File: config.mk
export PLATFORM = sky130hd
export DESIGN_NAME = wb_arbiter2
export DESIGN_NICKNAME = d
export VERILOG_FILES = /design/src/rtl/wb_arbiter2.sv
export SDC_FILE = /design/constraint.sdc
export NUM_CORES = 1
export LEC_CHECK = 0
export BUFFER_PORTS_ARGS = -buffer_cell sky130_fd_sc_hd__buf_2
export CAP_MARGIN = 0
export CORE_AREA = 2 2 124 126
export DETAILED_ROUTE_END_ITERATION = 8
export DIE_AREA = 0 0 126 128
export GPL_ROUTABILITY_DRIVEN = 0
export MAX_ROUTING_LAYER = met4
export PLACE_DENSITY = 0.53
export SYNTH_ARGS = -nofsm -noshare
export SYNTH_HDL_FRONTEND = slang
export SYNTH_SLANG_ARGS = --single-unit
File: constraint.sdc
create_clock -name clk_i -period 8.8 [get_ports clk_i]
set_input_delay 1.76 -clock clk_i [delete_from_list [all_inputs] [get_ports clk_i]]
set_output_delay 1.76 -clock clk_i [all_outputs]
set_load 0.01 [all_outputs]
File: src/rtl/wb_arbiter2.sv
// wb_arbiter2: two-master pipelined Wishbone arbiter
// with outstanding-ack tracking and a bus watchdog.
module wb_arbiter2 #(
    parameter int PRIO_RR = 0,
    parameter int TIMEOUT = 255,
    parameter int MAX_OUT = 15
) (
    input  logic        clk_i,
    input  logic        rst_i,
    input  logic        m0_cyc_i,
    input  logic        m0_stb_i,
    input  logic        m0_we_i,
    input  logic [31:0] m0_adr_i,
    input  logic [3:0]  m0_sel_i,
    input  logic [31:0] m0_dat_i,
    output logic [31:0] m0_dat_o,
    output logic        m0_ack_o,
    output logic        m0_stall_o,
    output logic        m0_err_o,
    input  logic        m1_cyc_i,
    input  logic        m1_stb_i,
    input  logic        m1_we_i,
    input  logic [31:0] m1_adr_i,
    input  logic [3:0]  m1_sel_i,
    input  logic [31:0] m1_dat_i,
    output logic [31:0] m1_dat_o,
    output logic        m1_ack_o,
    output logic        m1_stall_o,
    output logic        m1_err_o,
    output logic        s_cyc_o,
    output logic        s_stb_o,
    output logic        s_we_o,
    output logic [31:0] s_adr_o,
    output logic [3:0]  s_sel_o,
    output logic [31:0] s_dat_o,
    input  logic [31:0] s_dat_i,
    input  logic        s_ack_i,
    input  logic        s_stall_i,
    output logic [1:0]  grant_o
);

    localparam logic [1:0] S_IDLE = 2'd0;
    localparam logic [1:0] S_G0   = 2'd1;
    localparam logic [1:0] S_G1   = 2'd2;

    logic [1:0]  state_q, state_d;
    logic [3:0]  outstanding_q, outstanding_d;
    logic [9:0]  watchdog_q, watchdog_d;
    logic        last_q, last_d;

    logic        owned, own1, own_cyc, own_stb, own_we;
    logic        other_cyc;
    logic [31:0] own_adr, own_dat;
    logic [3:0]  own_sel;
    logic        full, fire, ack_ok, accept;

    // Pick the owning master's request and derive bus qualifiers
    always_comb begin
        owned     = (state_q == S_G0) || (state_q == S_G1);
        own1      = (state_q == S_G1);
        own_cyc   = own1 ? m1_cyc_i : m0_cyc_i;
        own_stb   = own1 ? m1_stb_i : m0_stb_i;
        own_we    = own1 ? m1_we_i  : m0_we_i;
        own_adr   = own1 ? m1_adr_i : m0_adr_i;
        own_sel   = own1 ? m1_sel_i : m0_sel_i;
        own_dat   = own1 ? m1_dat_i : m0_dat_i;
        other_cyc = own1 ? m0_cyc_i : m1_cyc_i;
        full      = (outstanding_q == 4'(MAX_OUT));
        fire      = owned && (outstanding_q != 4'd0) && !s_ack_i
                    && (watchdog_q == 10'(TIMEOUT - 1));
        ack_ok    = owned && s_ack_i && (outstanding_q != 4'd0);
    end

    // Route owner to slave; non-owner sees stall and nothing else
    always_comb begin
        s_cyc_o    = owned & own_cyc & ~fire;
        s_stb_o    = owned & own_cyc & own_stb & ~full & ~fire;
        s_we_o     = owned & own_we;
        s_adr_o    = owned ? own_adr : 32'd0;
        s_sel_o    = owned ? own_sel : 4'd0;
        s_dat_o    = owned ? own_dat : 32'd0;
        accept     = s_stb_o & ~s_stall_i;
        m0_dat_o   = (state_q == S_G0) ? s_dat_i : 32'd0;
        m0_ack_o   = (state_q == S_G0) & ack_ok;
        m0_err_o   = (state_q == S_G0) & fire;
        m0_stall_o = (state_q != S_G0) | s_stall_i | full | fire;
        m1_dat_o   = own1 ? s_dat_i : 32'd0;
        m1_ack_o   = own1 & ack_ok;
        m1_err_o   = own1 & fire;
        m1_stall_o = ~own1 | s_stall_i | full | fire;
        grant_o    = {own1, state_q == S_G0};
    end

    // Arbitration, release, outstanding count and watchdog
    always_comb begin
        state_d       = state_q;
        outstanding_d = outstanding_q;
        watchdog_d    = watchdog_q;
        last_d        = last_q;
        unique case (state_q)
            S_IDLE: begin
                outstanding_d = 4'd0;
                watchdog_d    = 10'd0;
                if (m0_cyc_i && m1_cyc_i) begin
                    if (PRIO_RR != 0 && last_q) state_d = S_G0;
                    else state_d = S_G1;
                end else if (m1_cyc_i) begin
                    state_d = S_G1;
                end else if (m0_cyc_i) begin
                    state_d = S_G0;
                end
            end
            S_G0, S_G1: begin
                if (!own_cyc) begin
                    last_d        = own1;
                    outstanding_d = 4'd0;
                    watchdog_d    = 10'd0;
                    if (other_cyc) state_d = own1 ? S_G0 : S_G1;
                    else state_d = S_IDLE;
                end else if (fire) begin
                    outstanding_d = 4'd0;
                    watchdog_d    = 10'd0;
                end else begin
                    outstanding_d = outstanding_q
                                  + {3'b000, accept}
                                  - {3'b000, ack_ok};
                    if (s_ack_i || outstanding_q == 4'd0)
                        watchdog_d = 10'd0;
                    else
                        watchdog_d = watchdog_q + 10'd1;
                end
            end
            default: state_d = S_IDLE;
        endcase
    end

    // State registers with synchronous reset
    always_ff @(posedge clk_i) begin
        if (rst_i) begin
            state_q       <= S_IDLE;
            outstanding_q <= 4'd0;
            watchdog_q    <= 10'd0;
            last_q        <= 1'b0;
        end else begin
            state_q       <= state_d;
            outstanding_q <= outstanding_d;
            watchdog_q    <= watchdog_d;
            last_q        <= last_d;
        end
    end

endmodule
==> insert_results.sql <==
INSERT INTO impl_metrics (metric_group, metric, value, unit) VALUES
('run_status', 'status', 'completed', ''),
('floorplanning', 'core_area', '14900', 'µm²'),
('layout', 'nFillCells', '1622', ''),
('sta', 'slew-limit-headroom', '31.8', '%'),
('routing', 'finalWirelength', '12.0', 'mm'),
('routing', 'routed-via-count', '3468', ''),
('worst_setup_path', 'peak_fanout_along_the_critical_path', '58', ''),
('run', 'maxcap_violations', '0', ''),
('placed_design', 'pre_cts_slack', '4.07', 'ns'),
('worst_hold_path', 'timing.hold.worst.start', 'watchdog_q[7]', ''),
('global_routing', 'grt_util_all_layers', '13.3', '%'),
('global_routing', 'antenna_found_initial', '0', ''),
('logic_synthesis', 'synth_seq_cells', '16', ''),
('logic_synthesis', 'asyncSetResetFlopFracSynth', '0', '%'),
('logic_synthesis', 'synthesis.yosys.warnings', '0', ''),
('sta', 'final_setup_violation_count', '0', ''),
('floorplanning', 'die_height', '128', 'µm'),
('power', 'power', '1.30', 'mW'),
('worst_hold_path', 'min_delay_worst_endpoint', 'watchdog_q[7]', ''),
('worst_setup_path', 'worstSetupEndpointType', 'primary output', ''),
('floorplanning', 'std_cell_rows', '45', ''),
('power', 'power.sequential.fraction', '6.4', '%'),
('logic_synthesis', 'synth_top_cell_by_area', 'sky130_fd_sc_hd__mux2i_1', ''),
('worst_setup_path', 'timing.reg2reg.worst_path_depth', '14', ''),
('logic_synthesis', 'edff_count_synth', '0', ''),
('floorplanning', 'die_area', '16100', 'µm²'),
('power', 'p_int', '0.657', 'mW'),
('global_routing', 'grt_remaining_overflow', '0', ''),
('logic_synthesis', 'syn_area_per_cell', '7.70', 'µm²'),
('sta', 'totalNegativeSetupSlack', '0', 'ns'),
('clock_tree', 'worst_skew_pair.late_latency', '0.25', 'ns'),
('layout', 'final_net_count', '853', ''),
('sta', 'finalCriticalPeriod', '4.92', 'ns'),
('power', 'power.static_leakage', '2.45', 'nW'),
('logic_synthesis', 'synth_cell_type_count', '47', ''),
('layout', 'fraction_of_final_layout_cells_with_drive_strength_greater_than_1', '50.7', '%'),
('power', 'fraction_of_power_consumed_by_the_clock_network', '7.7', '%'),
('layout', 'area.growth.synth_to_final', '65.4', '%'),
('clock_tree', 'cts_htree_levels', '1', ''),
('worst_setup_path', 'startpoint_type', 'flop', ''),
('global_routing', 'grt_first_pass_wirelength', '17.1', 'mm'),
('sta', 'maxSlewViolCount', '0', ''),
('worst_hold_path', 'worst_hold_path_type', 'reg -> reg', ''),
('clock_tree', 'max-clock-path-buffers', '2', ''),
('placed_design', 'placedCellCount', '845', ''),
('sta', 'hold_viol', '0', ''),
('logic_synthesis', 'synth_common_cells', 'sky130_fd_sc_hd__mux2i_1, sky130_fd_sc_hd__nor2b_1, sky130_fd_sc_hd__and2_1', ''),
('power', 'worst_ir_drop_vdd', '0.220', 'mV'),
('worst_setup_path', 'reg2reg_start', 'state_q[0]', ''),
('sta', 'slew_worst_pin', '1.02', 'ns'),
('logic_synthesis', 'synth_most_common_cell', 'sky130_fd_sc_hd__mux2i_1', ''),
('layout', 'finish.cell_count_without_fillers', '849', ''),
('worst_hold_path', 'min_path_cells', '2', ''),
('logic_synthesis', 'synth.net_count', '554', ''),
('sta', 'postLayoutSetupSlackWorst', '3.88', 'ns'),
('clock_tree', 'path_clk_slew', '0.05', 'ns'),
('power', 'power_density', '281', 'nW/µm²'),
('clock_tree', 'ctsRootBufferMaster', 'sky130_fd_sc_hd__clkbuf_16', ''),
('worst_setup_path', 'critPathRequiredTime', '7.04', 'ns'),
('routing', 'vias_per_cell', '4.08', ''),
('floorplanning', 'initial_utilization', '18.8', '%'),
('logic_synthesis', 'yosysSeqAreaShare', '11.5', '%'),
('clock_tree', 'cts_tree', 'done', ''),
('clock_tree', 'numCtsBuffers', '3', ''),
('power', 'switching_share', '49.4', '%'),
('sta', 'post-route-period-util', '55.9', '%'),
('worst_setup_path', 'data_arrival_at_the_endpoint_of_the_critical_path', '3.16', 'ns'),
('routing', 'postRouteAntennaNets', '0', ''),
('logic_synthesis', 'synthCells', '363', ''),
('worst_setup_path', 'worst_setup_slack_for_register_to_register_paths', '4.61', 'ns'),
('logic_synthesis', 'synthFlopType', 'sky130_fd_sc_hd__dfxtp_1', '');
## through the flow
step	instance area [µm²]	hold slack (ns)	utilization, %
2_1_floorplan	2800	0.472	-
3_3_place_gp	4540	0.497	30.5
3_5_place_dp	4540	0.497	30.5
4_1_cts	4620	0.505	31.1
5_1_grt	4620	0.534	31.1
6_report	4620	0.508	31.1
## registers in the layout (all words and copies together) (netlist names)
register,count
watchdog_q,10
state_q,2
outstanding_q,4
## worst max-delay path by stage
stage / start / end / slack (ns) / depth (start not counted)
after detailed placement: state_q[0] / s_stb_o / 4.07 / 8
final: state_q[0] / s_stb_o / 3.88 / 8
after floorplan: m1_cyc_i / s_stb_o / 4.46 / 4
after CTS: state_q[0] / s_stb_o / 3.80 / 8
after global routing: state_q[0] / s_stb_o / 3.60 / 8
after global placement: state_q[0] / s_stb_o / 4.14 / 8
## worst max-delay path, stage by stage (launching register included)
cell                       delay, ns
sky130_fd_sc_hd__dfxtp_1        0.33
sky130_fd_sc_hd__inv_1          0.12
sky130_fd_sc_hd__ha_4           0.50
sky130_fd_sc_hd__buf_4          0.82
sky130_fd_sc_hd__mux2i_1        0.22
sky130_fd_sc_hd__and2b_2        0.37
sky130_fd_sc_hd__o21ai_4        0.11
sky130_fd_sc_hd__a311oi_1       0.25
sky130_fd_sc_hd__buf_2          0.18
## power groups by stage
stage	Combinational [mW]	Clock, mW	Sequential, mW
after floorplan	0.715	0	0.0824
after global placement	1.13	0	0.0842
after detailed placement	1.13	0	0.0844
after CTS	1.14	0.101	0.0829
after global routing	1.21	0.104	0.0836
final	1.12	0.0996	0.0828
## logic make-up (layout without fill, tap and decap cells)
| family | Yosys count | after routing | share of synthesized area, % |
|---|---|---|---|
| simple gates | 187 | 187 | 40.5 |
| mux | 71 | 71 | 25.4 |
| buf+inv | 41 | 339 | 6.31 |
| compound gates | 27 | 27 | 7.74 |
| flops | 16 | 16 | 11.5 |
| fa+ha+maj | 13 | 13 | 6.08 |
| xor+xnor | 8 | 8 | 2.51 |
## layer usage
layer | global-route usage (%) | wire length (µm)
met4 | 2.33 | 150
met3 | 2.00 | 684
met2 | 21.5 | 5720
met5 | - | 0
met1 | 17.8 | 5400
## cells in the final DEF, fill, tap and decap left out, types with 2 or more instances in the layout
cell type                   synthesis  layout
sky130_fd_sc_hd__o32ai_1            3       3
sky130_fd_sc_hd__clkbuf_16          0       3
sky130_fd_sc_hd__buf_2              9     320
sky130_fd_sc_hd__mux2i_1           71      71
sky130_fd_sc_hd__nand4_1            3       3
sky130_fd_sc_hd__xnor2_1            5       5
sky130_fd_sc_hd__nand3_1            4       4
sky130_fd_sc_hd__buf_4              1       2
sky130_fd_sc_hd__a21oi_1            5       5
sky130_fd_sc_hd__inv_1             13      13
sky130_fd_sc_hd__o21ai_0            3       3
sky130_fd_sc_hd__nor3_1             7       7
sky130_fd_sc_hd__nand2_1           10      10
sky130_fd_sc_hd__o211ai_1           5       5
sky130_fd_sc_hd__xor2_1             3       3
sky130_fd_sc_hd__dfxtp_1           16      16
sky130_fd_sc_hd__nor2b_1           70      70
sky130_fd_sc_hd__and2_1            68      68
sky130_fd_sc_hd__nor3b_1            2       2
sky130_fd_sc_hd__nor2_1            11      11
sky130_fd_sc_hd__ha_1              12      10
## cell type report
type	count	area [µm²]	share of cell area (%)
inverters	13	48.8	1.06
multi-input cells	306	2310	50.1
repair buffers	322	1620	35.0
flip-flops and latches	16	320	6.93
well taps	188	235	5.09
clock buffers	4	88.8	1.92
Note: power is estimated with default switching activity, not from simulation.
